==> src/rtl/counter_pkg.sv <==
// Shared definitions for the scaler front end (signal_shaper and friends).
//   shaper_state_t  : per-channel shaper state (IDLE, PULSE, DEAD)
//   N_CHN_DEF       : default channel count
//   SYNC_STAGES_DEF : default synchroniser depth
package counter_pkg;

  typedef enum logic [1:0] {
    IDLE  = 2'd0,
    PULSE = 2'd1,
    DEAD  = 2'd2
  } shaper_state_t;

  localparam int N_CHN_DEF       = 32;
  localparam int SYNC_STAGES_DEF = 2;

endpackage

==> src/rtl/signal_shaper_if.sv <==
// Bus between the discriminator front end and the signal_shaper.
// Optional feature macro: SIGNAL_SHAPER_PILEUP_EN (adds pileup_clr / pileup).
//   signal_in  [N_CHN]  raw asynchronous discriminator inputs
//   chn_enable [N_CHN]  per-channel accept mask
//   pulse_len  [LEN_W]  output pulse width in clk cycles (0 acts as 1)
//   dead_time  [DEAD_W] low cycles after each pulse before re-arm
//   signal_out [N_CHN]  shaped pulses towards counter.signal
//   busy       [N_CHN]  channel in PULSE or DEAD
//   pileup_clr          clears the sticky pileup flags (optional)
//   pileup     [N_CHN]  sticky "edge arrived while busy" flags (optional)
// master = the side that drives inputs, slave = the shaper itself.
interface signal_shaper_if
  import counter_pkg::*;
#(
  parameter int N_CHN  = N_CHN_DEF,
  parameter int LEN_W  = 4,
  parameter int DEAD_W = 8
);

  logic [N_CHN-1:0]  signal_in;
  logic [N_CHN-1:0]  chn_enable;
  logic [LEN_W-1:0]  pulse_len;
  logic [DEAD_W-1:0] dead_time;
  logic [N_CHN-1:0]  signal_out;
  logic [N_CHN-1:0]  busy;
`ifdef SIGNAL_SHAPER_PILEUP_EN
  logic              pileup_clr;
  logic [N_CHN-1:0]  pileup;

  modport master (
    output signal_in, chn_enable, pulse_len, dead_time, pileup_clr,
    input  signal_out, busy, pileup
  );

  modport slave (
    input  signal_in, chn_enable, pulse_len, dead_time, pileup_clr,
    output signal_out, busy, pileup
  );
`else
  modport master (
    output signal_in, chn_enable, pulse_len, dead_time,
    input  signal_out, busy
  );

  modport slave (
    input  signal_in, chn_enable, pulse_len, dead_time,
    output signal_out, busy
  );
`endif

endinterface

==> src/rtl/signal_shaper_chn.sv <==
// One shaper channel: synchroniser, arm bit, PULSE/DEAD state machine with
// latched pulse length and dead time, optional sticky pileup flag.
// Optional feature macro: SIGNAL_SHAPER_PILEUP_EN.
//   clk, reset_n   clock and asynchronous active-low reset
//   signal_in      raw asynchronous input
//   chn_enable     edges accepted while 1 (looked at only when re-armable)
//   pulse_len      requested pulse width, 0 acts as 1
//   dead_time      low cycles after the pulse
//   pileup_clr     synchronous clear of the pileup flag (optional)
//   signal_out     registered shaped pulse
//   busy           registered "state is not IDLE"
//   pileup         sticky pileup flag (optional)
module signal_shaper_chn
  import counter_pkg::*;
#(
  parameter int SYNC_STAGES = SYNC_STAGES_DEF,
  parameter int LEN_W       = 4,
  parameter int DEAD_W      = 8
) (
  input  logic              clk,
  input  logic              reset_n,
  input  logic              signal_in,
  input  logic              chn_enable,
  input  logic [LEN_W-1:0]  pulse_len,
  input  logic [DEAD_W-1:0] dead_time,
`ifdef SIGNAL_SHAPER_PILEUP_EN
  input  logic              pileup_clr,
  output logic              pileup,
`endif
  output logic              signal_out,
  output logic              busy
);

  localparam int CNT_W = (LEN_W > DEAD_W) ? LEN_W : DEAD_W;
  localparam logic [1:0] S_IDLE  = 2'(IDLE);
  localparam logic [1:0] S_PULSE = 2'(PULSE);
  localparam logic [1:0] S_DEAD  = 2'(DEAD);

  logic [SYNC_STAGES-1:0] sync_q;
  logic [SYNC_STAGES-1:0] fill_q;
  logic                   p_q;
  logic                   arm_q;
  logic [1:0]             state_q;
  logic [CNT_W-1:0]       cnt_q;
  logic [DEAD_W-1:0]      dt_q;

  logic             s;
  logic             rise;
  logic             finishing;
  logic             accept;
  logic [LEN_W-1:0] len_eff;

  assign s       = sync_q[SYNC_STAGES-1];
  assign rise    = s & ~p_q & arm_q;
  assign len_eff = (pulse_len == '0) ? LEN_W'(1) : pulse_len;

  // The final cycle of the dead time (or of the pulse when dead_time is 0)
  // doubles as the re-arm cycle, so accepted edges can be exactly len+dt
  // cycles apart rather than len+dt+1.
  assign finishing = (cnt_q == '0) &&
                     ((state_q == S_DEAD) || (state_q == S_PULSE && dt_q == '0));
  assign accept    = rise & chn_enable & ((state_q == S_IDLE) | finishing);

  // Synchroniser plus edge history. fill_q marks when the synchroniser holds
  // real samples instead of reset zeros, so an input held high through reset
  // release cannot masquerade as a low level and arm the channel.
  always_ff @(posedge clk or negedge reset_n) begin
    if (!reset_n) begin
      sync_q <= '0;
      fill_q <= '0;
      p_q    <= 1'b0;
      arm_q  <= 1'b0;
    end else begin
      sync_q <= {sync_q[SYNC_STAGES-2:0], signal_in};
      fill_q <= {fill_q[SYNC_STAGES-2:0], 1'b1};
      p_q    <= s;
      arm_q  <= arm_q | (fill_q[SYNC_STAGES-1] & ~s);
    end
  end

  // Pulse / dead-time sequencer; len and dt are captured on acceptance so
  // config changes only affect the next accepted edge.
  always_ff @(posedge clk or negedge reset_n) begin
    if (!reset_n) begin
      state_q <= S_IDLE;
      cnt_q   <= '0;
      dt_q    <= '0;
    end else if (accept) begin
      state_q <= S_PULSE;
      cnt_q   <= CNT_W'(len_eff) - CNT_W'(1);
      dt_q    <= dead_time;
    end else begin
      case (state_q)
        S_PULSE: begin
          if (cnt_q == '0) begin
            if (dt_q == '0) begin
              state_q <= S_IDLE;
            end else begin
              state_q <= S_DEAD;
              cnt_q   <= CNT_W'(dt_q) - CNT_W'(1);
            end
          end else begin
            cnt_q <= cnt_q - CNT_W'(1);
          end
        end
        S_DEAD: begin
          if (cnt_q == '0) begin
            state_q <= S_IDLE;
          end else begin
            cnt_q <= cnt_q - CNT_W'(1);
          end
        end
        default: state_q <= S_IDLE;
      endcase
    end
  end

  // Outputs registered from the state so the counters see glitch-free levels.
  always_ff @(posedge clk or negedge reset_n) begin
    if (!reset_n) begin
      signal_out <= 1'b0;
      busy       <= 1'b0;
    end else begin
      signal_out <= (state_q == S_PULSE);
      busy       <= (state_q != S_IDLE);
    end
  end

`ifdef SIGNAL_SHAPER_PILEUP_EN
  // Sticky flag for edges thrown away while busy; a new set beats a clear.
  always_ff @(posedge clk or negedge reset_n) begin
    if (!reset_n) begin
      pileup <= 1'b0;
    end else if (rise && (state_q != S_IDLE) && !accept) begin
      pileup <= 1'b1;
    end else if (pileup_clr) begin
      pileup <= 1'b0;
    end
  end
`endif

endmodule

==> src/rtl/signal_shaper.sv <==
// Front-end conditioner for the 32-channel scaler: one signal_shaper_chn per
// channel, no shared state between channels.
// Optional feature macro: SIGNAL_SHAPER_PILEUP_EN (pileup_clr / pileup on bus).
//   clk      system clock
//   reset_n  asynchronous active-low reset
//   bus      signal_shaper_if slave modport (inputs, config, shaped outputs)
module signal_shaper
  import counter_pkg::*;
#(
  parameter int N_CHN       = N_CHN_DEF,
  parameter int SYNC_STAGES = SYNC_STAGES_DEF,
  parameter int LEN_W       = 4,
  parameter int DEAD_W      = 8
) (
  input logic            clk,
  input logic            reset_n,
  signal_shaper_if.slave bus
);

  wire [N_CHN-1:0] out_w;
  wire [N_CHN-1:0] busy_w;
`ifdef SIGNAL_SHAPER_PILEUP_EN
  wire [N_CHN-1:0] pile_w;
`endif

  for (genvar i = 0; i < N_CHN; i++) begin : g_chn
    signal_shaper_chn #(
      .SYNC_STAGES (SYNC_STAGES),
      .LEN_W       (LEN_W),
      .DEAD_W      (DEAD_W)
    ) u_chn (
      .clk        (clk),
      .reset_n    (reset_n),
      .signal_in  (bus.signal_in[i]),
      .chn_enable (bus.chn_enable[i]),
      .pulse_len  (bus.pulse_len),
      .dead_time  (bus.dead_time),
`ifdef SIGNAL_SHAPER_PILEUP_EN
      .pileup_clr (bus.pileup_clr),
      .pileup     (pile_w[i]),
`endif
      .signal_out (out_w[i]),
      .busy       (busy_w[i])
    );
  end

  assign bus.signal_out = out_w;
  assign bus.busy       = busy_w;
`ifdef SIGNAL_SHAPER_PILEUP_EN
  assign bus.pileup     = pile_w;
`endif

endmodule
==> src/flat_wrapper.sv <==
// flat-port wrapper written by rule: the top's interface ports become plain ports
module signal_shaper_flat import counter_pkg::*;
#(
  parameter int N_CHN       = N_CHN_DEF,
  parameter int SYNC_STAGES = SYNC_STAGES_DEF,
  parameter int LEN_W       = 4,
  parameter int DEAD_W      = 8
)
  (clk, reset_n, bus_signal_in, bus_chn_enable, bus_pulse_len, bus_dead_time, bus_signal_out, bus_busy);
  signal_shaper_if #(.N_CHN(N_CHN), .LEN_W(LEN_W), .DEAD_W(DEAD_W)) bus_i ();
  input logic clk;
  input logic reset_n;
  input wire logic [$bits(bus_i.signal_in)-1:0] bus_signal_in;
  input wire logic [$bits(bus_i.chn_enable)-1:0] bus_chn_enable;
  input wire logic [$bits(bus_i.pulse_len)-1:0] bus_pulse_len;
  input wire logic [$bits(bus_i.dead_time)-1:0] bus_dead_time;
  output wire logic [$bits(bus_i.signal_out)-1:0] bus_signal_out;
  output wire logic [$bits(bus_i.busy)-1:0] bus_busy;
  assign bus_i.signal_in = bus_signal_in;
  assign bus_i.chn_enable = bus_chn_enable;
  assign bus_i.pulse_len = bus_pulse_len;
  assign bus_i.dead_time = bus_dead_time;
  assign bus_signal_out = bus_i.signal_out;
  assign bus_busy = bus_i.busy;
  signal_shaper #(.N_CHN(N_CHN), .SYNC_STAGES(SYNC_STAGES), .LEN_W(LEN_W), .DEAD_W(DEAD_W)) u_core (.clk(clk), .reset_n(reset_n), .bus(bus_i));
endmodule
==> config.mk <==
export PLATFORM = sky130hd
export DESIGN_NAME = signal_shaper_flat
export DESIGN_NICKNAME = d
export VERILOG_FILES = /design/src/rtl/counter_pkg.sv /design/src/rtl/signal_shaper_if.sv /design/src/rtl/signal_shaper_chn.sv /design/src/rtl/signal_shaper.sv /design/src/flat_wrapper.sv
export SDC_FILE = /design/constraint.sdc
export NUM_CORES = 2
export LEC_CHECK = 0
export BUFFER_PORTS_ARGS = -buffer_cell sky130_fd_sc_hd__buf_2
export CORE_MARGIN = 5
export CORE_UTILIZATION = 55
export DETAILED_ROUTE_END_ITERATION = 7
export GPL_TIMING_DRIVEN = 0
export PLACE_DENSITY_LB_ADDON = 0.2
export SLEW_MARGIN = 20
export SYNTH_ARGS = -nofsm -noshare
export SYNTH_HDL_FRONTEND = slang
export SYNTH_HIERARCHICAL = 1
export SYNTH_SLANG_ARGS = --single-unit
export TNS_END_PERCENT = 10
==> constraint.sdc <==
create_clock -name clk -period 4.1 [get_ports clk]
set_input_delay 0.41 -clock clk [delete_from_list [all_inputs] [get_ports clk]]
set_output_delay 0.41 -clock clk [all_outputs]
set_load 0.01 [all_outputs]
Word level (Yosys, flattened, before mapping) --
Index checks and enable logic that the tools add are counted.
Storage, ports and cells: flip-flop bits (word level) 832, bits of input ports 78, output and inout bits 64, logic and storage cells 1475
Operators by class: $add $sub $neg 65, equal/unequal tests 192, mux-type cells 321, bitwise logic cells 288, reduce and logical (&&, ||, !) cells 321
Operators with widths (number):
- $mux W8 | 128
- $logic_not A8 Y1 | 64
- $pmux W8 S2 | 32
- $sub A8 B1 Y8 const B | 64
- $mux W2 | 128
- $ne A3 B3 Y1 const B | 64
- $and A1 B1 Y1 | 160
- $ne A4 B4 Y1 const B | 32
- $pmux W2 S2 | 32
- $ne A3 B2 Y1 const B | 32
- $reduce_and A3 Y1 | 32
- $reduce_bool A3 Y1 | 32
- $eq A2 B1 Y1 const B | 32
- $eq A2 B2 Y1 const B | 32
- $logic_and A1 B1 Y1 | 64
- $logic_not A2 Y1 | 32
- $not A1 Y1 | 64
- $or A1 B1 Y1 | 64
- $reduce_and A2 Y1 | 32
- $reduce_bool A2 Y1 | 32
- $logic_or A1 B1 Y1 | 32
- $sub A4 B1 Y5 const B | 1
- $logic_not A4 Y1 | 1
- $mux W4 | 1

Longest topological paths before layout --
depth after elaboration 8, gate-level depth with buffers 10, gate-level depth less buffers 7

By module --
The synthesis kept the hierarchy.
By module, submodules not included:
- signal_shaper_chn (u_core.g_chn[0].u_chn ...) | times used 26, cells each 126, area each 1373.8 um^2, sequential area each 650.6 um^2
- signal_shaper_chn (u_core.g_chn[7].u_chn ...) | times used 3, cells each 140, area each 1490.2 um^2, sequential area each 650.6 um^2
- signal_shaper_chn (u_core.g_chn[1].u_chn ...) | times used 2, cells each 132, area each 1468.9 um^2, sequential area each 650.6 um^2
- signal_shaper_chn (u_core.g_chn[5].u_chn) | times used 1, cells each 125, area each 1407.6 um^2, sequential area each 650.6 um^2

Worst setup path before layout --
Ideal clock, no wire load.
kind flip-flop to flip-flop, start point register u_core.g_chn[0].u_chn.cnt_q[0], end point register u_core.g_chn[0].u_chn.cnt_q[1], setup time 0.079 ns, arrival time 2.351 ns, required time 4.021 ns, path slack 1.669 ns, cell stages (with the launch flop) 10, path buffers 2, period minus slack after synthesis 2.431 ns, cells stage by stage dfrtp_1 inv_1 ha_1 or4b_1 buf_2 or3_1 buf_2 mux2_4 mux2_4 mux2i_1
On the way: word-level cells in the longest chain between the ends 6, elaborated cells between the ends (all ways) 13, classes of those cells 1 x add/sub; 2 x eq/ne; 4 x mux; 2 x bitwise; 4 x reduce/logical
Ends and longest elaborated chain:
- start: declaration | RTL line signal_shaper_chn.sv:44 | logic [CNT_W-1:0] cnt_q;
- start signal: assignment | RTL line signal_shaper_chn.sv:90 | cnt_q <= CNT_W'(len_eff) - CNT_W'(1);
- start signal: assignment | RTL line signal_shaper_chn.sv:100 | cnt_q <= CNT_W'(dt_q) - CNT_W'(1);
- start signal: assignment | RTL line signal_shaper_chn.sv:103 | cnt_q <= cnt_q - CNT_W'(1);
- branches (longest 6 deep; another with $sub A8 B1 Y8)
Several ways; the timed one is not identified. The select of a mux whose other input is x is not followed. A chain may end at the register's enable or synchronous reset.

Worst setup path after layout --
start point register u_core.g_chn[23].u_chn.cnt_q[0], end point register u_core.g_chn[23].u_chn.cnt_q[6]
On the way: word-level cells in the longest chain between the ends 6, elaborated cells between the ends (all ways) 13, classes of those cells 1 x add/sub; 2 x eq/ne; 4 x mux; 2 x bitwise; 4 x reduce/logical
Ends and longest elaborated chain (RTL line):
- start: declaration | signal_shaper_chn.sv:44
- start signal: assignment | signal_shaper_chn.sv:90
- start signal: assignment | signal_shaper_chn.sv:100
- start signal: assignment | signal_shaper_chn.sv:103
- branches (longest 6 deep; another with $sub A8 B1 Y8)
Several ways; the timed one is not identified. The select of a mux whose other input is x is not followed.

==> results.sh <==
export IMPL_critPathArrivalTime_ns=3.36
export IMPL_status="finished clean"
export IMPL_initial_core_util_pct=55.4
export IMPL_r2r_slack_ns=1.25
export IMPL_drt_pass1_iter_count=5
export IMPL_holdWs_ns=0.278
export IMPL_most_common_layout_cells="dfrtp_1 (832), mux2_2 (273), inv_1 (252), o21ai_0 (227), nor2_1 (219)"
export IMPL_numCtsBuffers=91
export IMPL_met2_usage_pct=37.4
export IMPL_synth_seq_area_share_pct=46.7
export IMPL_power_switching_share_pct=35.4
export IMPL_multiInputGateArea_um2=21900
export IMPL_routedWlPerCell_um=18.0
export IMPL_syn_area_per_cell_um2=10.9
export IMPL_regArea_um2=20800
export IMPL_nNetsFinal=4537
export IMPL_seqPwrFrac_pct=39.4
export IMPL_grt_met3_usage_pct=3.25
export IMPL_finalSetupViolations=0
export IMPL_clock_power_share_pct=23.3
export IMPL_antenna_found_initial=1
export IMPL_gp_congestion=0.831
export IMPL_cts_htree_levels=3
export IMPL_ant_nets=0
export IMPL_ff2ff_path_depth=9
export IMPL_r2r_end="u_core/g_chn[23].u_chn/cnt_q[6]$_DFFE_PN0P_"
export IMPL_path_class="reg2reg"
export IMPL_route_detailed_drc=0
export IMPL_grt_pass1_wl_um=165000
export IMPL_grt_busiest_layer="met2"
export IMPL_clockBufferDepth=3
export IMPL_period_share_pct=69.4
export IMPL_dpl_instance_area_um2=46900
export IMPL_final_common_cell="dfrtp_1"
export IMPL_rows=104
export IMPL_reg2reg_from="u_core/g_chn[23].u_chn/cnt_q[0]$_DFFE_PN0P_"
export IMPL_p_leak_nw=22.0
export IMPL_use_met1_pct=32.3
export IMPL_report_final_slew_viol_count=0
export IMPL_die_h_um=295
export IMPL_syn_inst=4085
export IMPL_startpoint="u_core/g_chn[23].u_chn/cnt_q[0]$_DFFE_PN0P_"
export IMPL_ys_warnings_count=6
export IMPL_routed_wl_um=99100
export IMPL_path_clk_slew_ns=0.06
export IMPL_grt_use_total_pct=22.9
export IMPL_synth_top_area_cell="dfrtp_1"
export IMPL_num_vias=32200
export IMPL_fin_util_pct=62.7
export IMPL_async_reset_ff_share_pct=100
export IMPL_ir_drop_v=0.000415
export IMPL_grt_pass1_vias=32100
export IMPL_worst_slew_pin_transition_ns=0.766
export IMPL_cts_root_buffer="clkbuf_16"
export IMPL_dp_hpwl_um=61300
export IMPL_first_iter_violations=1889
export IMPL_synth_edff_count=0
export IMPL_fin_crit_ns=2.85
export IMPL_ios=142
export IMPL_yosysUniqueCellTypes=62
export IMPL_relSlewSlack_pct=48.9
export IMPL_syn_to_final_growth_pct=13.2
export IMPL_p_per_area_nw_per_um2=727
export IMPL_total_power_mw=36.7
export IMPL_synthesis_area_um2=44500
export IMPL_worstHoldPathType="in2async"
export IMPL_hold_violations=0
export IMPL_grt_overflow=0
export IMPL_drv_cap=0
export IMPL_nFillCells=6562
export IMPL_dieArea_um2=86800
export IMPL_required_ns=4.61
export IMPL_synth_top_flop_cell="dfrtp_1"
export IMPL_clock_fmax_mhz=351
export IMPL_syn_num_nets=4259
export IMPL_port_buffers=141
export IMPL_crit_end="u_core/g_chn[23].u_chn/cnt_q[6]$_DFFE_PN0P_"
export IMPL_via_per_inst=5.85
export IMPL_p_switching_mw=13.0
export IMPL_synth_top_area_share_pct=46.7
export IMPL_clkSinkCount=832
export IMPL_clock_latency_ns=0.65
export IMPL_crit_path_start_kind="register"
export IMPL_core_um2=80400
export IMPL_final_area_um2=50400
export IMPL_die_x_um=295
export IMPL_ys_ff_latch=832
export IMPL_fin_skew_ns=0.0157
export IMPL_grt_max_degree=130
export IMPL_p_comb_share_pct=37.3
export IMPL_power_internal_mw=23.7
export IMPL_rsz0062_at_grt="no"
export IMPL_crit_path_end_kind="register"
export IMPL_drive_gt1_share_pct=19.7
export IMPL_cts_tree="built"
export IMPL_yosys_top_cells_area="dfrtp_1 (47%), mux2_2 (6.9%), mux2i_1 (4.2%)"
export IMPL_critPathMaxFanout=10
export IMPL_tns_ns=0
-- area by class of cell --
cell class / count / area share [%]
well taps: 1060 / 2.63
clock buffers: 120 / 4.93
flip-flops and latches: 832 / 41.3
repair buffers: 185 / 2.78
diodes: 1 / 0.00497
inverters: 252 / 1.88
clock inverters: 49 / 1.27
multi-input cells: 2866 / 43.4
plain buffers: 135 / 1.78
-- cells in the mapped netlist (9+ instances only) --
cell type,instances
mux2i_1,186
or3_1,153
dfrtp_1,832
conb_1,32
xor2_1,185
nor2b_1,32
nor3b_1,37
nand3_1,62
a21boi_0,9
nor2_1,219
ha_1,96
or4b_1,30
a21o_1,37
nor3_1,108
a21oi_1,68
a22oi_1,53
buf_2,87
mux2_4,67
nor4_1,66
or4_1,83
o32a_1,29
or2_2,37
nand2_1,154
a211o_2,9
o21ai_0,227
xnor2_1,76
o21a_1,27
nand2b_1,38
a2bb2oi_1,128
buf_6,35
or3b_2,27
nand4b_1,32
o211ai_1,90
inv_1,252
o31ai_1,120
mux2_2,273
-- stage by stage --
step                setup slack [ns]  std cells
floorplan                       1.67       4085
global placement              -15.35       5286
detailed placement              1.35       5297
CTS                             1.25       5499
global route                    1.03       5499
finish                          1.25       5500
-- worst min path at each step --
| stage | end | slack, ns | cells past startpoint |
|---|---|---|---|
| after floorplan | u_core/g_chn[0].u_chn/arm_q$_DFF_PN0_ | 0.11 | 0 |
| after global placement | u_core/g_chn[9].u_chn/fill_q[1]$_DFF_PN0_ | 0.33 | 0 |
| after detailed placement | u_core/g_chn[0].u_chn/fill_q[1]$_DFF_PN0_ | 0.33 | 0 |
| after CTS | u_core/g_chn[17].u_chn/state_q[1]$_DFFE_PN0P_ | 0.27 | 2 |
| after global routing | u_core/g_chn[17].u_chn/state_q[1]$_DFFE_PN0P_ | 0.31 | 2 |
| final | u_core/g_chn[17].u_chn/state_q[1]$_DFFE_PN0P_ | 0.28 | 2 |
-- critical path, stage by stage (launching register included) --
cell       delay (ns)
dfrtp_1          0.39
inv_1            0.10
ha_1             0.21
or4b_1           0.43
buf_2            0.18
nor4_1           0.48
a22oi_1          0.20
buf_2            0.25
mux2i_1          0.35
a2bb2oi_1        0.12
-- timing repair --
item                                   4_1_cts  5_1_grt
hold buffers                                33        0
setup buffers                                0        0
endpoints found under the hold margin      104        0
resized for setup                            0        0
-- power by group through the flow --
stage                     Combinational (mW)  Sequential, mW  Clock [mW]
after floorplan                         10.8            13.8           0
final                                   13.7            14.5        8.52
after global placement                  13.2            14.4           0
after CTS                               13.8            14.4        8.77
after detailed placement                13.6            14.5           0
after global routing                    15.3            15.0        9.11
-- registers in the layout, summed over array words and instances, names as in the netlist --
name	cells
u_core/g_chn.u_chn/arm_q	32
u_core/g_chn.u_chn/busy	32
u_core/g_chn.u_chn/cnt_q	256
u_core/g_chn.u_chn/dt_q	256
u_core/g_chn.u_chn/fill_q	64
u_core/g_chn.u_chn/p_q	32
u_core/g_chn.u_chn/signal_out	32
u_core/g_chn.u_chn/state_q	64
u_core/g_chn.u_chn/sync_q	64
-- layer usage --
layer | up-vias | part of all wire [%]
li1 | 15500 | -
met1 | 16000 | 46
met2 | 554 | 47
met3 | 152 | 4.0
met4 | 0 | 2.4
met5 | - | 0
-- kinds of logic (layout without fill, tap and decap cells) --
logic type	Yosys count	count (layout)	synth area share (%)
AO/OA/AOI/OAI	833	833	13.1
XOR/XNOR	261	261	5.13
adder cells (fa/ha/maj)	96	96	2.70
buffers and inverters	387	741	4.13
flip-flops	832	832	46.7
multiplexers	532	532	13.5
other	32	33	0.270
AND/OR/NAND/NOR	1112	1112	14.4
(Power assumes the default switching activity.)
